**src/rtl/aci_tape_player.sv**
```systemverilog
// Apple-1 ACI cassette waveform synthesizer: plays header tone, sync cycle and
// MSB-first data cycles on tape_level from a loader-supplied byte stream.
module aci_tape_player #(
   parameter int HEADER_HALF   = 650,
   parameter int HEADER_CYCLES = 2000,
   parameter int SYNC_HALF     = 200,
   parameter int ZERO_HALF     = 250,
   parameter int ONE_HALF      = 500,
   parameter int CW            = 16
) (
   input  logic       clk,
   input  logic       reset,
   input  logic       cpu_clken,
   input  logic       start,
   input  logic       abort,
   input  logic [7:0] byte_data,
   input  logic       byte_valid,
   input  logic       byte_last,
   output logic       byte_ready,
   output logic       tape_level,
   output logic       busy,
   output logic       done,
   output logic       underrun
);

   typedef enum logic [2:0] {
      IDLE,
      HEADER,
      SYNC,
      LOAD,
      DATA,
      FINISH
   } state_t;

   localparam logic [CW-1:0] HDR_LD   = CW'(HEADER_HALF - 1);
   localparam logic [CW-1:0] SYNC_LD  = CW'(SYNC_HALF - 1);
   localparam logic [CW-1:0] ZERO_LD  = CW'(ZERO_HALF - 1);
   localparam logic [CW-1:0] ONE_LD   = CW'(ONE_HALF - 1);
   localparam logic [CW:0]   HDR_LAST = (CW+1)'(2 * HEADER_CYCLES - 1);

   state_t        state;
   logic [CW-1:0] half_cnt;
   logic [CW:0]   half_idx;
   logic [7:0]    shreg;
   logic          last_q;
   logic [2:0]    bit_idx;

   function automatic logic [CW-1:0] bit_reload(input logic b);
      return b ? ONE_LD : ZERO_LD;
   endfunction

   always_ff @(posedge clk) begin
      if (reset) begin
         state      <= IDLE;
         tape_level <= 1'b0;
         busy       <= 1'b0;
         done       <= 1'b0;
         byte_ready <= 1'b0;
         underrun   <= 1'b0;
         half_cnt   <= '0;
         half_idx   <= '0;
         shreg      <= '0;
         last_q     <= 1'b0;
         bit_idx    <= '0;
      end else begin
         done       <= 1'b0;
         byte_ready <= 1'b0;
         if (abort) begin
            state      <= IDLE;
            tape_level <= 1'b0;
            busy       <= 1'b0;
            half_cnt   <= '0;
            half_idx   <= '0;
            bit_idx    <= '0;
         end else begin
            case (state)
               IDLE: begin
                  tape_level <= 1'b0;
                  if (start) begin
                     state    <= HEADER;
                     busy     <= 1'b1;
                     underrun <= 1'b0;
                     half_cnt <= HDR_LD;
                     half_idx <= '0;
                  end
               end

               HEADER: if (cpu_clken) begin
                  if (half_cnt != '0) begin
                     half_cnt <= half_cnt - 1'b1;
                  end else begin
                     tape_level <= ~tape_level;
                     if (half_idx == HDR_LAST) begin
                        state    <= SYNC;
                        half_idx <= '0;
                        half_cnt <= SYNC_LD;
                     end else begin
                        half_idx <= half_idx + 1'b1;
                        half_cnt <= HDR_LD;
                     end
                  end
               end

               SYNC: if (cpu_clken) begin
                  if (half_cnt != '0) begin
                     half_cnt <= half_cnt - 1'b1;
                  end else begin
                     tape_level <= ~tape_level;
                     if (half_idx[0]) begin
                        state    <= LOAD;
                        half_idx <= '0;
                        half_cnt <= '0;
                     end else begin
                        half_idx <= half_idx + 1'b1;
                        half_cnt <= SYNC_LD;
                     end
                  end
               end

               // Single-clock byte fetch; cpu_clken is deliberately ignored here.
               LOAD: begin
                  if (byte_valid) begin
                     shreg      <= byte_data;
                     last_q     <= byte_last;
                     byte_ready <= 1'b1;
                     bit_idx    <= 3'd7;
                     half_idx   <= '0;
                     half_cnt   <= bit_reload(byte_data[7]);
                     state      <= DATA;
                  end else begin
                     underrun   <= 1'b1;
                     tape_level <= 1'b0;
                     busy       <= 1'b0;
                     state      <= IDLE;
                  end
               end

               // shreg[7] is always the bit on air; lengths never come from live byte_data.
               DATA: if (cpu_clken) begin
                  if (half_cnt != '0) begin
                     half_cnt <= half_cnt - 1'b1;
                  end else begin
                     tape_level <= ~tape_level;
                     if (!half_idx[0]) begin
                        half_idx <= (CW+1)'(1);
                        half_cnt <= bit_reload(shreg[7]);
                     end else begin
                        half_idx <= '0;
                        if (bit_idx == 3'd0) begin
                           half_cnt <= '0;
                           state    <= last_q ? FINISH : LOAD;
                        end else begin
                           bit_idx  <= bit_idx - 1'b1;
                           shreg    <= {shreg[6:0], 1'b0};
                           half_cnt <= bit_reload(shreg[6]);
                        end
                     end
                  end
               end

               FINISH: begin
                  done       <= 1'b1;
                  tape_level <= 1'b0;
                  busy       <= 1'b0;
                  state      <= IDLE;
               end

               default: state <= IDLE;
            endcase
         end
      end
   end

endmodule

```
**config.mk**
```make
export PLATFORM = sky130hd
export DESIGN_NAME = aci_tape_player
export DESIGN_NICKNAME = d
export VERILOG_FILES = /design/src/rtl/aci_tape_player.sv
export SDC_FILE = /design/constraint.sdc
export NUM_CORES = 1
export LEC_CHECK = 0
export BUFFER_PORTS_ARGS = -buffer_cell sky130_fd_sc_hd__buf_2
export CORE_ASPECT_RATIO = 1.4
export CORE_MARGIN = 2
export CORE_UTILIZATION = 53
export CTS_CLUSTER_DIAMETER = 40
export CTS_CLUSTER_SIZE = 16
export DETAILED_ROUTE_END_ITERATION = 10
export GPL_ROUTABILITY_DRIVEN = 0
export HOLD_SLACK_MARGIN = 0.1
export PLACE_DENSITY_LB_ADDON = 0.2
export SYNTH_ARGS = -nofsm -noshare
export SYNTH_HDL_FRONTEND = slang
export SYNTH_SLANG_ARGS = --single-unit
export TNS_END_PERCENT = 10
```
**constraint.sdc**
```tcl
create_clock -name clk -period 2.4 [get_ports clk]
set_input_delay 0.12 -clock clk [delete_from_list [all_inputs] [get_ports clk]]
set_output_delay 0.12 -clock clk [all_outputs]
set_load 0.005 [all_outputs]
```
==> impl_metrics.yaml <==
finish:
  drive_gt1_share_pct: 18.7
  nets: 464
  fillerInstances: 563
  syn2layout_area_growth_pct: 14.1
  multi_input_area_mm2: 0.00209
  fin_area_mm2: 0.00380
  antenna_cells: 0
  fin_cells: 517
  seqCellArea_mm2: 0.00106
clock_network:
  cts_buffers: 5
  cts_setup_buffers: 0
  clock_latency_ns: 0.31
  clkTransAtPathRegs_ns: 0.10
  cts_buffer_depth: 2
  cts_root_buffer: "clkbuf_8"
  htree_levels: 2
  cts_tree: "built"
  cts_sinks: 53
drt:
  detail-route-antenna-nets: 0
  routed_via_density: 6.74
  routed_wl_um: 9550
  firstDrtPassIters: 5
  dr_wl_met3_um: 518
  first_iter_violations: 200
  dr_wl_met2_um: 4850
  post-route-drc-count: 0
  m1WireLength_um: 3690
  vias: 3486
  top_layer_used: "met4"
  post_drt_wl_per_cell_um: 18.5
critical_path:
  crit_required_ns: 2.63
  slowest_stage: "or4_1"
  worst_setup_path_end_kind: "register"
  worst_setup_path_start_kind: "register"
  crit_fanout: 27
  cp.arrival_ns: 2.50
  slowest_delay_ns: 0.49
  path_cells: "inv_1 -> ha_2 -> nor4b_4 -> and4_1 -> o22ai_2 -> buf_12 -> or4_1 -> a221oi_2"
  worst-setup-path-type: "reg2reg"
floorplan:
  die_w_um: 71.0
  die_h_um: 97.8
  core_area_mm2: 0.00617
  io-pin-count: 20
  die_area_mm2: 0.00695
  rows: 34
  start_util_pct: 54.0
synth:
  synth_cells: 407
  syn-num-nets: 427
  avgSynthCellArea_um2: 8.19
  syn-cell-area_mm2: 0.00333
  ys_ff_latch: 53
  ys_seq_area_share_pct: 31.8
  synth.distinct_cells: 76
  synth.top_cells.by_area: "dfxtp_1 32%, a21oi_1 6.0%, o31ai_1 4.1%"
  synth-edff-count: 0
  yosys.area.top_type_share_pct: 31.8
  synthArstFlopShare_pct: 0
  synth_flop_cell: "dfxtp_1"
  yosys_warnings: 0
  yosysTopAreaCell: "dfxtp_1"
grt:
  overflow: 0
  grt_start_max_net_pins: 28
  first_global_vias: 3448
  grt_pass1_wl_um: 16400
  antenna_found_initial: 0
  grt.total_usage_pct: 28.6
timing:
  worst_pin_slew_ns: 0.914
  hold_viol: 0
  slew_headroom_pct: 38.3
  report.final.setup_viol: 0
  fmax_mhz: 441
  rsz0062_at_grt: "false"
  tns_ns: 0
  drv_slew: 0
  layout_min_cycle_time_ns: 2.27
  finalCritPeriodShare_pct: 94.6
  fin_skew_ns: 0.00897
power:
  total_power_mw: 2.01
  p_per_area_mw_per_mm2: 529
  ir_drop_v: 0.000379
  leakage_nw: 1.31
placed_design:
  port_buffers: 19
  place_area_mm2: 0.00361
  dp_hpwl_um: 7040
  dp.cells: 503
worst_hold_path:
  hold_class: "in2reg"
status:
  outcome: "complete, no violations"
job:
  drv_cap: 0
-- worst paths after layout --
kind / startpoint / endpoint / slack (ns) / depth (start not counted)
setup reg to reg: half_cnt[1]$_SDFFE_PP0P_ / half_idx[12]$_SDFFE_PP0P_ / 0.13 / 8
hold reg to reg: bit_idx[1]$_SDFFE_PP0P_ / bit_idx[1]$_SDFFE_PP0P_ / 0.48 / 2
setup / recovery: half_cnt[1]$_SDFFE_PP0P_ / half_idx[12]$_SDFFE_PP0P_ / 0.13 / 8
hold / removal: byte_data[5] / shreg[5]$_SDFFE_PP0P_ / 0.1 / 3
-- cell usage after synthesis (6+ instances only) --
cell type and number:
a31oi_1 6, o31ai_1 18, or3_1 10, or4_1 11, nor4_1 6, nand3_1 17
inv_1 12, a211oi_1 10, a21oi_1 40, nor3_1 6, nand2b_1 7, a32oi_1 8
clkbuf_1 12, nand2_1 31, dfxtp_1 53, o21ai_0 20, buf_2 7, nor2_1 23
nand4_1 6
-- sequential cells by signal, summed over array words and instances (netlist names) --
| name | count |
|---|---|
| half_cnt | 16 |
| last_q | 1 |
| half_idx | 17 |
| busy | 1 |
| underrun | 1 |
| tape_level | 1 |
| byte_ready | 1 |
| bit_idx | 3 |
| done | 1 |
| shreg | 8 |
| state | 3 |
-- cell families (layout without fill, tap and decap cells) --
kind of cell | Yosys count | after routing | share of synthesized area (%)
xor gates and xnor gates | 6 | 6 | 1.58
muxes | 4 | 4 | 1.24
DFF | 53 | 53 | 31.8
buffers and inverters | 38 | 76 | 6.01
adders and majority gates | 5 | 5 | 1.88
AOI/OAI and AO/OA | 147 | 147 | 30.2
and+or+nand+nor | 154 | 154 | 27.2
-- per-layer routing --
metal  up-vias  GRT usage [%]
met4         0           13.4
met3        49           4.44
li1       1645              -
met1      1659           33.2
met5         -              0
met2       133           50.6
-- cell type report --
cell class / count / area share [%]
clock buffer: 7 / 2.27
clock inverter: 1 / 0.790
inverter: 12 / 1.18
multi-input combinational: 316 / 54.9
sequential: 53 / 27.9
tap: 72 / 2.37
timing repair buffer: 56 / 10.5
-- power breakdown --
| group | total [mW] | switching (mW) | internal, mW |
|---|---|---|---|
| logic | 0.470 | 0.284 | 0.187 |
| clock network | 0.629 | 0.288 | 0.340 |
| registers | 0.910 | 0.0166 | 0.894 |
-- cell usage in the layout (no fill, tap or decap), types with 4 or more instances in the layout --
master | Yosys | layout
nor3_1 | 6 | 6
a32oi_1 | 8 | 8
o21ai_0 | 20 | 20
o22ai_1 | 5 | 5
or3_1 | 10 | 10
dlygate4sd3_1 | 0 | 6
a31oi_1 | 6 | 6
nor2b_1 | 4 | 4
xnor2_1 | 5 | 5
inv_1 | 12 | 12
nand4_1 | 6 | 6
nor4_1 | 6 | 6
or4_1 | 11 | 11
buf_4 | 2 | 30
nand2_1 | 31 | 31
buf_2 | 7 | 19
dfxtp_1 | 53 | 52
clkbuf_8 | 3 | 6
a211oi_1 | 10 | 10
and2_1 | 4 | 4
nand3_1 | 17 | 17
a21oi_1 | 40 | 40
nand2b_1 | 7 | 7
o31ai_1 | 18 | 18
ha_1 | 5 | 4
nor2_1 | 23 | 23
-- critical path, delay by kind of cell, from the launching register on --
family	cells	cell delay, ns
buffers and inverters	2	0.29
AO/OA/AOI/OAI	2	0.32
flip-flops	1	0.34
adder cells (fa/ha/maj)	1	0.21
AND/OR/NAND/NOR	3	1.04
-- timing repair --
item                                   CTS  global route
setup endpoints to repair                0             8
gates resized for setup                  0             4
endpoints found under the hold margin    6             0
hold buffers                             6             0
-- through the flow --
step	utilization, %	hold slack [ns]	worst slack (ns)
after floorplan	-	0.256	0.342
after global placement	58.5	0.356	0.197
after detailed placement	58.5	0.370	0.104
after CTS	61.3	0.101	0.0639
after global routing	61.6	0.127	0.00574
final	61.6	0.0978	0.130
No activity file was read; power rests on OpenSTA's default activity.
